### src/rtl/cd_local_reply_sched_pkg.sv
// Shared definitions for the quadrant LOCAL reply scheduler: default
// header field layout, quadrant router coordinates and the source encoding
// used by the per-router round-robin pointers.
package cd_local_reply_sched_pkg;

    // Flit and header layout defaults (shared with the select/xbar blocks)
    localparam int CD_DATA_W = 64;
    localparam int CD_HXO    = 55;
    localparam int CD_HXW    = 4;
    localparam int CD_HYO    = 51;
    localparam int CD_HYW    = 4;

    // Default coordinates of the four quadrant routers
    localparam int CD_RX0 = 0;
    localparam int CD_RY0 = 0;
    localparam int CD_RX1 = 1;
    localparam int CD_RY1 = 0;
    localparam int CD_RX2 = 0;
    localparam int CD_RY2 = 1;
    localparam int CD_RX3 = 1;
    localparam int CD_RY3 = 1;

    localparam int CD_CNT_W   = 8;
    localparam int CD_NUM_RTR = 4;

    // Round-robin pointer value: which converged input goes first on a tie
    typedef enum logic [0:0] {
        SRC_CV0 = 1'b0,
        SRC_CV1 = 1'b1
    } src_e;

endpackage

### src/rtl/cd_local_reply_select.sv
// Destination decode for the two holding registers: compares the Hx/Hy
// header fields against the four router coordinates and returns a one-hot
// router select per input (all-zero means no router matches).
module cd_local_reply_select
    import cd_local_reply_sched_pkg::*;
#(
    parameter int DATA_W = CD_DATA_W,
    parameter int HXO    = CD_HXO,
    parameter int HXW    = CD_HXW,
    parameter int HYO    = CD_HYO,
    parameter int HYW    = CD_HYW,
    parameter int RX0    = CD_RX0,
    parameter int RY0    = CD_RY0,
    parameter int RX1    = CD_RX1,
    parameter int RY1    = CD_RY1,
    parameter int RX2    = CD_RX2,
    parameter int RY2    = CD_RY2,
    parameter int RX3    = CD_RX3,
    parameter int RY3    = CD_RY3
) (
    input  logic [DATA_W-1:0] hold_d0,
    input  logic [DATA_W-1:0] hold_d1,
    output logic [3:0]        sel_cv0,
    output logic [3:0]        sel_cv1
);

    // Coordinates are distinct, so a multi-hot raw match can only come from
    // a bad parameter set; keep the lowest router in that case.
    function automatic logic [3:0] decode(input logic [DATA_W-1:0] d);
        logic [HXW-1:0] hx;
        logic [HYW-1:0] hy;
        logic [3:0]     raw;
        hx     = d[HXO -: HXW];
        hy     = d[HYO -: HYW];
        raw[0] = (int'(hx) == RX0) && (int'(hy) == RY0);
        raw[1] = (int'(hx) == RX1) && (int'(hy) == RY1);
        raw[2] = (int'(hx) == RX2) && (int'(hy) == RY2);
        raw[3] = (int'(hx) == RX3) && (int'(hy) == RY3);
        return raw & (~raw + 4'd1);
    endfunction

    assign sel_cv0 = decode(hold_d0);
    assign sel_cv1 = decode(hold_d1);

    // Payload bits outside the header fields play no part in routing
    logic unused_payload;
    assign unused_payload = ^{hold_d0, hold_d1};

endmodule

### src/rtl/cd_local_reply_sched.sv
// LOCAL reply scheduler: two converged reply inputs, each with a 1-entry
// holding register, routed to four quadrant router ports. Per-router
// round-robin between the inputs, registered valid/ready outputs, and a
// saturating counter of flits whose header matches no router.
//
// Handshake: a transfer happens on a rising edge where valid and ready are
// both high; valid never depends on ready, data is stable while valid is
// high and ready low. cvK_ready depends combinationally on lo_ready so a
// holding register can drain and reload in the same cycle.
module cd_local_reply_sched
    import cd_local_reply_sched_pkg::*;
#(
    parameter int DATA_W = CD_DATA_W,
    parameter int HXO    = CD_HXO,
    parameter int HXW    = CD_HXW,
    parameter int HYO    = CD_HYO,
    parameter int HYW    = CD_HYW,
    parameter int RX0    = CD_RX0,
    parameter int RY0    = CD_RY0,
    parameter int RX1    = CD_RX1,
    parameter int RY1    = CD_RY1,
    parameter int RX2    = CD_RX2,
    parameter int RY2    = CD_RY2,
    parameter int RX3    = CD_RX3,
    parameter int RY3    = CD_RY3,
    parameter int CNT_W  = CD_CNT_W
) (
    input  logic                         clk,
    input  logic                         reset,
    input  logic                         cv0_valid,
    input  logic [DATA_W-1:0]            cv0_di,
    output logic                         cv0_ready,
    input  logic                         cv1_valid,
    input  logic [DATA_W-1:0]            cv1_di,
    output logic                         cv1_ready,
    output logic [CD_NUM_RTR-1:0]        lo_valid,
    output logic [CD_NUM_RTR*DATA_W-1:0] lo_do,
    input  logic [CD_NUM_RTR-1:0]        lo_ready,
    output logic [CNT_W-1:0]             drop_cnt
);

    localparam int NR = CD_NUM_RTR;

    logic [1:0]        hold_v;
    logic [DATA_W-1:0] hold_d0;
    logic [DATA_W-1:0] hold_d1;
    logic [NR-1:0]     out_v;
    logic [DATA_W-1:0] out_d [NR];
    logic [NR-1:0]     prio;

    logic [3:0]        sel_cv0;
    logic [3:0]        sel_cv1;
    logic [NR-1:0]     slot_free;
    logic [NR-1:0]     gnt0;
    logic [NR-1:0]     gnt1;
    logic              drop0;
    logic              drop1;
    logic              drain0;
    logic              drain1;
    logic [CNT_W:0]    cnt_sum;
    logic [CNT_W-1:0]  cnt_next;

    cd_local_reply_select #(
        .DATA_W (DATA_W),
        .HXO    (HXO),
        .HXW    (HXW),
        .HYO    (HYO),
        .HYW    (HYW),
        .RX0    (RX0),
        .RY0    (RY0),
        .RX1    (RX1),
        .RY1    (RY1),
        .RX2    (RX2),
        .RY2    (RY2),
        .RX3    (RX3),
        .RY3    (RY3)
    ) u_select (
        .hold_d0 (hold_d0),
        .hold_d1 (hold_d1),
        .sel_cv0 (sel_cv0),
        .sel_cv1 (sel_cv1)
    );

    // Per-router grant: a lone requester wins, a tie goes to prio[r]
    always_comb begin
        slot_free = ~out_v | lo_ready;
        gnt0      = '0;
        gnt1      = '0;
        for (int r = 0; r < NR; r++) begin
            if (slot_free[r]) begin
                if (hold_v[0] && sel_cv0[r] && hold_v[1] && sel_cv1[r]) begin
                    if (src_e'(prio[r]) == SRC_CV0) gnt0[r] = 1'b1;
                    else                            gnt1[r] = 1'b1;
                end else if (hold_v[0] && sel_cv0[r]) begin
                    gnt0[r] = 1'b1;
                end else if (hold_v[1] && sel_cv1[r]) begin
                    gnt1[r] = 1'b1;
                end
            end
        end
    end

    // Drain / drop detection, input ready and saturating drop increment
    always_comb begin
        drop0     = hold_v[0] && (sel_cv0 == 4'd0);
        drop1     = hold_v[1] && (sel_cv1 == 4'd0);
        drain0    = (|gnt0) || drop0;
        drain1    = (|gnt1) || drop1;
        cv0_ready = !reset && (!hold_v[0] || drain0);
        cv1_ready = !reset && (!hold_v[1] || drain1);
        cnt_sum   = {1'b0, drop_cnt} + (CNT_W+1)'(drop0) + (CNT_W+1)'(drop1);
        cnt_next  = cnt_sum[CNT_W] ? '1 : cnt_sum[CNT_W-1:0];
    end

    // Holding registers: load on accept, otherwise empty on drain
    always_ff @(posedge clk) begin
        if (reset) begin
            hold_v  <= '0;
            hold_d0 <= '0;
            hold_d1 <= '0;
        end else begin
            if (cv0_valid && cv0_ready) begin
                hold_d0   <= cv0_di;
                hold_v[0] <= 1'b1;
            end else if (drain0) begin
                hold_v[0] <= 1'b0;
            end
            if (cv1_valid && cv1_ready) begin
                hold_d1   <= cv1_di;
                hold_v[1] <= 1'b1;
            end else if (drain1) begin
                hold_v[1] <= 1'b0;
            end
        end
    end

    // Output registers and round-robin pointers; data only moves on a grant
    always_ff @(posedge clk) begin
        if (reset) begin
            out_v <= '0;
            prio  <= '0;
            for (int r = 0; r < NR; r++) out_d[r] <= '0;
        end else begin
            for (int r = 0; r < NR; r++) begin
                if (gnt0[r]) begin
                    out_v[r] <= 1'b1;
                    out_d[r] <= hold_d0;
                    prio[r]  <= SRC_CV1;
                end else if (gnt1[r]) begin
                    out_v[r] <= 1'b1;
                    out_d[r] <= hold_d1;
                    prio[r]  <= SRC_CV0;
                end else if (lo_ready[r]) begin
                    out_v[r] <= 1'b0;
                end
            end
        end
    end

    // Drop counter; flits discarded by reset are not counted
    always_ff @(posedge clk) begin
        if (reset) drop_cnt <= '0;
        else       drop_cnt <= cnt_next;
    end

    // Output packing; valid is masked in the reset cycle so no handshake completes
    always_comb begin
        lo_valid = out_v & {NR{!reset}};
        lo_do    = '0;
        for (int r = 0; r < NR; r++) lo_do[r*DATA_W +: DATA_W] = out_d[r];
    end

endmodule
### config.mk
export PLATFORM = sky130hd
export DESIGN_NAME = cd_local_reply_sched
export DESIGN_NICKNAME = d
export VERILOG_FILES = /design/src/rtl/cd_local_reply_sched_pkg.sv /design/src/rtl/cd_local_reply_select.sv /design/src/rtl/cd_local_reply_sched.sv
export SDC_FILE = /design/constraint.sdc
export NUM_CORES = 1
export LEC_CHECK = 0
export BUFFER_PORTS_ARGS = -buffer_cell sky130_fd_sc_hd__buf_2
export CORE_ASPECT_RATIO = 1.25
export CORE_MARGIN = 5
export CORE_UTILIZATION = 40
export CTS_CLUSTER_SIZE = 30
export DETAILED_ROUTE_END_ITERATION = 8
export GPL_TIMING_DRIVEN = 1
export SLEW_MARGIN = 15
export SYNTH_ARGS = -nofsm -noshare
export SYNTH_HDL_FRONTEND = slang
export SYNTH_SLANG_ARGS = --single-unit
export TNS_END_PERCENT = 20
### constraint.sdc
create_clock -name clk -period 6.6 [get_ports clk]
set_input_delay 0.66 -clock clk [delete_from_list [all_inputs] [get_ports clk]]
set_output_delay 0.66 -clock clk [all_outputs]
set_load 0.02 [all_outputs]
==> results of run 1 <==
-- routing by layer --
layer | vias to the layer above | global-route usage [%] | wire (µm)
met5 | - | 0 | 11
met2 | 860 | 42.0 | 33500
met4 | 2 | 11.5 | 3160
met3 | 165 | 3.50 | 4860
met1 | 8441 | 32.4 | 26800
li1 | 7780 | - | -
-- area by class of cell --
class	instances	area [µm²]
tap	637	797
timing repair buffer	427	2200
clock inverter	21	165
antenna	13	32.5
sequential	402	10600
clock buffer	57	1180
inverter	20	81.3
multi-input combinational	1330	7760
fill	4359	24300
-- critical path, cell delays in order, from the launching register on --
cell	delay [ns]
dfxtp_1	0.33
or4b_1	0.68
nor4b_1	0.66
nand2_4	0.59
and3_1	0.43
nor2_1	0.11
buf_2	0.18
-- Yosys cell counts, types with 12 or more instances --
master and n:
dfxtp_1 146, nor2_1 17, a21oi_1 180, clkbuf_1 158
nor2b_1 62, a22o_1 56, inv_1 20, o22a_1 59
nand3_1 132, nand2_1 406, o211ai_1 109, nand4_1 67
edfxtp_1 256, buf_1 15, a2bb2oi_1 58, or4_1 60
buf_2 12
-- metrics by stage --
step / total power, mW / util, % / hold slack (ns) / instance area [µm²] / setup WS, ns
floorplan: 3.53 / - / 0.472 / 19100 / 3.07
global placement: 3.83 / 45.5 / 0.501 / 21400 / 2.53
detailed placement: 3.85 / 45.5 / 0.508 / 21400 / 2.51
CTS: 6.22 / 48.4 / 0.360 / 22800 / 2.42
global route: 6.38 / 48.5 / 0.397 / 22800 / 2.21
finish: 6.18 / 48.5 / 0.381 / 22800 / 2.40
-- registers in the layout, summed over array words and instances, names as in the netlist --
signal	flops
hold_v	2
out_v	4
hold_d1	64
drop_cnt	8
prio	4
out_d	256
hold_d0	64
-- power groups by stage --
stage | logic, mW | registers, mW | clock network (mW)
floorplan | 0.402 | 3.12 | 0
global placement | 0.790 | 3.04 | 0
detailed placement | 0.807 | 3.05 | 0
CTS | 0.811 | 3.00 | 2.41
global route | 0.871 | 3.01 | 2.50
finish | 0.808 | 3.00 | 2.37
-- kinds of logic after synthesis --
logic type	count (synthesis)	synth area share, %
adders and majority gates	2	0.171
xor gates and xnor gates	3	0.138
AOI/OAI and AO/OA	506	19.0
DFF	402	55.9
and+or+nand+nor	789	20.1
muxes	2	0.112
other	1	0.0197
buffers and inverters	213	4.56
-- worst max path at each step --
stage / from / to / cells after the start
3_5_place_dp: hold_d1[49]$_SDFFE_PP0P_ / hold_d1[5]$_SDFFE_PP0P_ / 7
6_report: hold_d0[49]$_SDFFE_PP0P_ / cv0_ready / 6
2_1_floorplan: reset / out_d[0][0]$_SDFFCE_PN0P_ / 6
3_3_place_gp: hold_d1[53]$_SDFFE_PP0P_ / hold_d0[52]$_SDFFE_PP0P_ / 5
5_1_grt: hold_d0[49]$_SDFFE_PP0P_ / cv0_ready / 6
4_1_cts: hold_d0[49]$_SDFFE_PP0P_ / cv0_ready / 6
==> results.cfg, run 1 <==
[synthesis]
synthFlopType = edfxtp_1
synth_seq_area_share_pct = 55.9
ys.warnings.count = 0
synth-seq-cells = 402
synth.largest_area_cell = edfxtp_1
yosys-top-cells-area = edfxtp_1 40%, dfxtp_1 15%, nand2_1 8.0%
yosysUniqueCellTypes = 56
syn_inst = 1918
syn_avg_cell_area_um2 = 9.90
netlist.area_leader.share_pct = 40.5
synth_area_um2 = 19000
synth_edf_count = 256
synthArstFlopShare_pct = 0

[setup_path]
crit_required_ns = 5.94
critPathCaptureType = primary output
r2r_slack_ns = 2.48
r2r-start = hold_d1[49]$_SDFFE_PP0P_
critical_path_class = reg -> out
r2r_cells = 7
cp.arrival_ns = 3.54
critPathMaxFanout = 60
worstReg2RegEnd = hold_d1[23]$_SDFFE_PP0P_
critPathLaunchType = flip-flop

[pwr]
p_seq_share_pct = 48.5
netSwitchingPower_mw = 1.74
p_sw_share_pct = 28.1
p_per_area_nw_per_um2 = 271
p_comb_share_pct = 13.1
leakagePower_nw = 8.33
intPower_mw = 4.44
ir_drop_v = 0.000163
power.share.clock_pct = 38.4

[job]
max_cap_viol_count = 0

[timing]
fmax_ghz = 0.238
hold_viol = 0
setup_violations = 0
period_share_pct = 63.7
slew_headroom_pct = 24.2
clock_skew_ns = 0.0161
tightest_slew_ns = 1.14
report.final.slew_viol_count = 0
rsz0062_at_grt = false
tns_ns = 0
period_minus_slack_ns = 4.20

[drt]
drt_iter0_drc = 1611
drtAntennaViolNets = 0
wl_per_cell_um = 23.5
viasPerCell = 5.93
drc = 0
dr.pass1.iters = 6
dr_total_vias = 17200
wl_mm = 68.3

[hold_path]
worstHoldStart = cv0_di[55]
min_to = hold_d0[55]$_SDFFE_PP0P_
worstHoldPathCells = 3
hp-class = in -> reg

[clock_tree]
cts_tree = done
cts_root_buf = clkbuf_16
clkSinkCount = 402
clkTransAtPathRegs_ns = 0.06
cts_hold_buf = 0
clk_latency_ns = 0.56
post-cts-setup-buffers = 0
h-tree-depth = 2
cts_buffers = 43
cts_resized = 0
clk_path_buf_depth = 3

[grt]
overflow = 0
grt_first_pass_wirelength_mm = 101
grt_pass1_vias = 16700
grtUsageTotal_pct = 25.1
grt_start_max_net_pins = 107
antenna_found_initial = 14

[layout]
synthToLayoutAreaGrowth_pct = 20.2
finalNonFillerCells = 2907
drive_gt1_share_pct = 23.5
fin_nets = 2362
final_cell_mix = 402 x nand2_1, 402 x buf_2, 256 x edfxtp_1, 179 x a21oi_1, 146 x dfxtp_1

[floorplan]
start_util_pct = 40.3
die_y_um = 254
ios = 406
fp-row-count = 89
die-area_um2 = 52000
coreArea_um2 = 47100
fp.dieW_um = 205

[run_status]
outcome = finished, final reports clean

[placement]
dp_cells = 2816
place.gp.congestion = 0.848
numPortBuffers = 405
dp_hpwl_mm = 42.4
No activity file was read; power rests on OpenSTA's default activity.
==> run 2, diff against run 1 <==
- clock period: 6.6 -> 4.2 ns (I/O delays scaled with it)
==> run 2 against run 1 <==
Effect of this change: clock skew increased by 0.0024 ns; critical path depth stayed put; sequential power increased by 57%; largest cell class unchanged.
==> results.cfg, run 2 (synthesized netlist as in run 1, its figures left out) <==
[run_status]
outcome = finished, final reports clean

[timing]
setup_slack_ns = 0.281
rsz0062_at_grt = false
setup_violations = 0
fmax_ghz = 0.255
tightest_slew_ns = 1.12
slew_headroom_pct = 25.5
period_minus_slack_ns = 3.92
tns_ns = 0
report.final.slew_viol_count = 0
period_share_pct = 93.3
clock_skew_ns = 0.0185
hold_viol = 0

[layout]
synthToLayoutAreaGrowth_pct = 21.1
fin_nets = 2375
finalNonFillerCells = 2912
fillers = 4372
drive_gt1_share_pct = 23.9
final_cell_mix = 402 x nand2_1, 402 x buf_2, 256 x edfxtp_1, 179 x a21oi_1, 146 x dfxtp_1
top_regs = out_d: 256 flops, hold_d0: 64 flops, hold_d1: 64 flops
largest_register_ffs = 256
stdcell_area_um2 = 23000
regMostFlops = out_d

[clock_tree]
clk_latency_ns = 0.58
post-cts-setup-buffers = 0
clk_path_buf_depth = 3
clkTransAtPathRegs_ns = 0.06
cts_hold_buf = 0
cts_root_buf = clkbuf_16
cts_buffers = 43
clkSinkCount = 402
cts_resized = 0
cts_tree = done
h-tree-depth = 2

[grt]
grt_start_max_net_pins = 119
grt.busiest_layer = met2
use_met2_pct = 44.0
use_met1_pct = 32.0
grtUsageTotal_pct = 25.6
overflow = 0
antenna_found_initial = 3
grt_pass1_vias = 16800
met3_usage_pct = 3.84
grt_first_pass_wirelength_mm = 103

[floorplan]
fp.dieW_um = 205
ios = 406
die-area_um2 = 52000
start_util_pct = 40.3
coreArea_um2 = 47100
fp-row-count = 89
die_y_um = 254

[placement]
place_area_um2 = 21600
dp_hpwl_mm = 43.7
numPortBuffers = 405
dp_cells = 2829
place.gp.congestion = 0.824
pre_cts_ws_ns = 0.916

[setup_path]
critical_path_class = reg -> out
r2r-start = hold_d0[49]$_SDFFE_PP0P_
crit_required_ns = 3.78
crit_start = hold_d0[49]$_SDFFE_PP0P_
critPathCaptureType = primary output
cp.arrival_ns = 3.50
critPathLaunchType = flip-flop
critPathMaxFanout = 30

[drt]
wl_mm = 69.0
dr_total_vias = 17200
drtAntennaViolNets = 0
dr.pass1.iters = 6
drt_iter0_drc = 1606
wl_per_cell_um = 23.7
viasPerCell = 5.89
drc = 0

[pwr]
netSwitchingPower_mw = 2.77
intPower_mw = 7.03
p_per_area_nw_per_um2 = 426
ir_drop_v = 0.000246
p_sw_share_pct = 28.2
p_seq_share_pct = 48.0
p_comb_share_pct = 13.3
power.share.clock_pct = 38.7
leakagePower_nw = 8.42
finalPower_mw = 9.80

[hold_path]
hp-class = in -> reg
worstHoldStart = cv0_di[55]

[job]
max_cap_viol_count = 0
run 2: changes by cell type in the layout (fill, tap and decap cells not counted), sizes merged:
cell	change
bufinv	+1
clkinvlp	+1
buf	+13
clkbuf	+1
inv	+1
diode	-10
clkinv	-2
run 2: layout make-up:
| type | instances | area, µm² | area share (%) |
|---|---|---|---|
| flip-flops and latches | 402 | 10600 | 46.1 |
| multi-input cells | 1330 | 7750 | 33.7 |
| repair buffers | 440 | 2380 | 10.4 |
| clock buffers | 58 | 1160 | 5.05 |
| well taps | 637 | 797 | 3.47 |
| clock inverters | 22 | 210 | 0.914 |
| inverters | 20 | 80.1 | 0.348 |
| diodes | 3 | 7.51 | 0.0326 |
run 2: metrics by stage:
stage,hold WS [ns],util (%)
after floorplan,0.472,-
after global placement,0.499,45.9
after detailed placement,0.503,45.9
after CTS,0.0881,48.8
after global routing,0.116,48.8
final,0.118,48.8
run 2: final timing paths:
check | to | slack [ns] | depth (start not counted)
hold / removal | hold_d0[55]$_SDFFE_PP0P_ | 0.12 | 3
hold reg to reg | hold_d0[51]$_SDFFE_PP0P_ | 0.51 | 2
setup reg to reg | hold_d1[45]$_SDFFE_PP0P_ | 0.89 | 6
setup / recovery | cv1_ready | 0.28 | 6
run 2: power groups by stage:
| stage | Combinational [mW] | Sequential, mW | Clock [mW] |
|---|---|---|---|
| after detailed placement | 1.30 | 4.79 | 0 |
| after floorplan | 0.631 | 4.91 | 0 |
| final | 1.30 | 4.70 | 3.80 |
| after global routing | 1.40 | 4.73 | 4.01 |
| after global placement | 1.28 | 4.78 | 0 |
| after CTS | 1.31 | 4.70 | 3.85 |
run 2: routing by layer:
metal / vias to the layer above / routed length [µm]
met2: 857 / 34500
met4: 0 / 2960
met1: 8356 / 26300
met5: - / 0
met3: 153 / 5270
li1: 7793 / -
run 2: worst max-delay path, cell delays in order (launching register included):
cell and delay, ns:
dfxtp_1 0.33, or4b_1 0.69, nor4_1 0.75, o22ai_4 0.44, nor3_1 0.36, nor2_1 0.14
buf_2 0.22
==> run 3, diff against run 2 <==
- clock period: 4.2 -> 3.6 ns (I/O delays scaled with it)
==> run 3 against run 2 <==
Effect of this change: first-iteration DRC count is 4.9% higher; clock power is 18% higher; count of clock-buffer cells in the layout is 3 lower; sequential share of layout area is 0.36 points lower.
==> results.cfg, run 3 (synthesized netlist as in run 1, its figures left out) <==
[drt]
wl_mm = 68.1
wl_per_cell_um = 23.3
dr.pass1.iters = 6
drt_iter0_drc = 1685
drtAntennaViolNets = 0
drc = 0
viasPerCell = 5.85
dr_total_vias = 17100

[setup_path]
crit_start = hold_d0[49]$_SDFFE_PP0P_
critical_path_class = reg -> out
r2r_cells = 6
cp.arrival_ns = 3.11
path_delay_family = simple AND/OR/NAND/NOR gates
slowest_delay_ns = 0.68
slowest_stage = or4b_1
cp_cell_sequence = or4b_1 -> or4_4 -> a21o_4 -> nor3_4 -> nor2_1 -> buf_2
worst-path-stages = 6
path_buf_inv = 1
r2r-start = hold_d1[53]$_SDFFE_PP0P_
crit_required_ns = 3.24
critPathMaxFanout = 61
critPathLaunchType = flip-flop
critPathCaptureType = primary output

[hold_path]
worstHoldStart = cv0_di[55]
worstHoldPathCells = 3
hp-class = in -> reg

[clock_tree]
h-tree-depth = 2
clkSinkCount = 402
clkTransAtPathRegs_ns = 0.06
cts_buffers = 42
cts_hold_buf = 0
cts_root_buf = clkbuf_16
clk_latency_ns = 0.55
clk_path_buf_depth = 3
cts_tree = done

[floorplan]
die-area_um2 = 52000
fp-row-count = 89
ios = 406
die_y_um = 254
start_util_pct = 40.3
coreArea_um2 = 47100
fp.dieW_um = 205

[placement]
numPortBuffers = 405
pre_cts_ws_ns = 0.351
dp_hpwl_mm = 44.7
dp_cells = 2837
place_area_um2 = 21700
place.gp.congestion = 0.861

[layout]
drive_gt1_share_pct = 24.5
largest_register_ffs = 256
stdcell_area_um2 = 23200
regMostFlops = out_d
top_regs = out_d: 256 flops, hold_d0: 64 flops, hold_d1: 64 flops
fin_nets = 2384
synthToLayoutAreaGrowth_pct = 22.0
final_cell_mix = 402 x nand2_1, 402 x buf_2, 256 x edfxtp_1, 179 x a21oi_1, 146 x dfxtp_1
finalNonFillerCells = 2921

[timing]
fmax_ghz = 0.288
period_share_pct = 96.3
tns_ns = 0
period_minus_slack_ns = 3.47
setup_violations = 0
tightest_slew_ns = 1.14
report.final.slew_viol_count = 0
hold_viol = 0
setup_slack_ns = 0.133
slew_headroom_pct = 24.0
rsz0062_at_grt = false
clock_skew_ns = 0.0143

[pwr]
ir_drop_v = 0.000346
p_per_area_nw_per_um2 = 496
leakagePower_nw = 8.51
finalPower_mw = 11.5

[grt]
overflow = 0
antenna_found_initial = 8
grt_pass1_vias = 16600
grtUsageTotal_pct = 25.1
grt_first_pass_wirelength_mm = 101
grt_start_max_net_pins = 125

[run_status]
outcome = finished, final reports clean

[job]
max_cap_viol_count = 0
-- run 3: cell types whose count changed in the layout (fill, tap and decap cells not counted), sizes merged --
cell      before  now
o22ai          1    2
bufinv         3    4
clkbuf        58   55
inv           23   21
buf          440  449
diode          3    6
clkinvlp       3    4
clkinv        13   12
-- run 3: metal layers --
layer	vias to the layer above	routed length, µm	GRT usage [%]
met5	-	0	0
li1	7803	-	-
met4	0	3080	11.2
met1	8300	25900	31.0
met2	830	33800	43.0
met3	163	5310	4.81
-- run 3: stage by stage --
step	util, %	hold WS (ns)
floorplan	-	0.472
global placement	46.1	0.494
detailed placement	46.1	0.505
CTS	49.1	0.0530
global route	49.2	0.0846
finish	49.2	0.0738
-- run 3: area by class of cell --
| type | instances | area [µm²] |
|---|---|---|
| tap | 637 | 797 |
| clock inverter | 21 | 218 |
| antenna | 6 | 15.0 |
| multi-input combinational | 1331 | 7780 |
| timing repair buffer | 449 | 2500 |
| clock buffer | 55 | 1180 |
| fill | 4339 | 23900 |
| inverter | 20 | 80.1 |
| sequential | 402 | 10600 |
-- run 3: final timing paths --
kind / to / slack (ns)
max: cv1_ready / 0.13
min reg2reg: hold_d0[51]$_SDFFE_PP0P_ / 0.51
min: hold_d0[55]$_SDFFE_PP0P_ / 0.07
max reg2reg: out_d[0][13]$_SDFFCE_PN0P_ / 0.38
-- run 3: power by group --
part,total (mW),internal [mW],switching (mW),leakage [nW]
Sequential,5.49,5.23,0.265,3.85
Combinational,1.53,0.493,1.04,3.98
Clock,4.47,2.61,1.87,0.683
Total,11.5,8.33,3.17,8.51
-- run 3: worst min-delay path, cell delays in order --
cell and delay, ns:
buf_2 0.10, nand3_1 0.06, o32ai_1 0.06
-- run 3: repair_timing --
action                                  in CTS  in global routing
cloned                                       1                  0
gates resized for setup                      0                  3
endpoints found under the setup margin       1                  2
setup buffers                                1                  0
pin swaps                                    1                  0
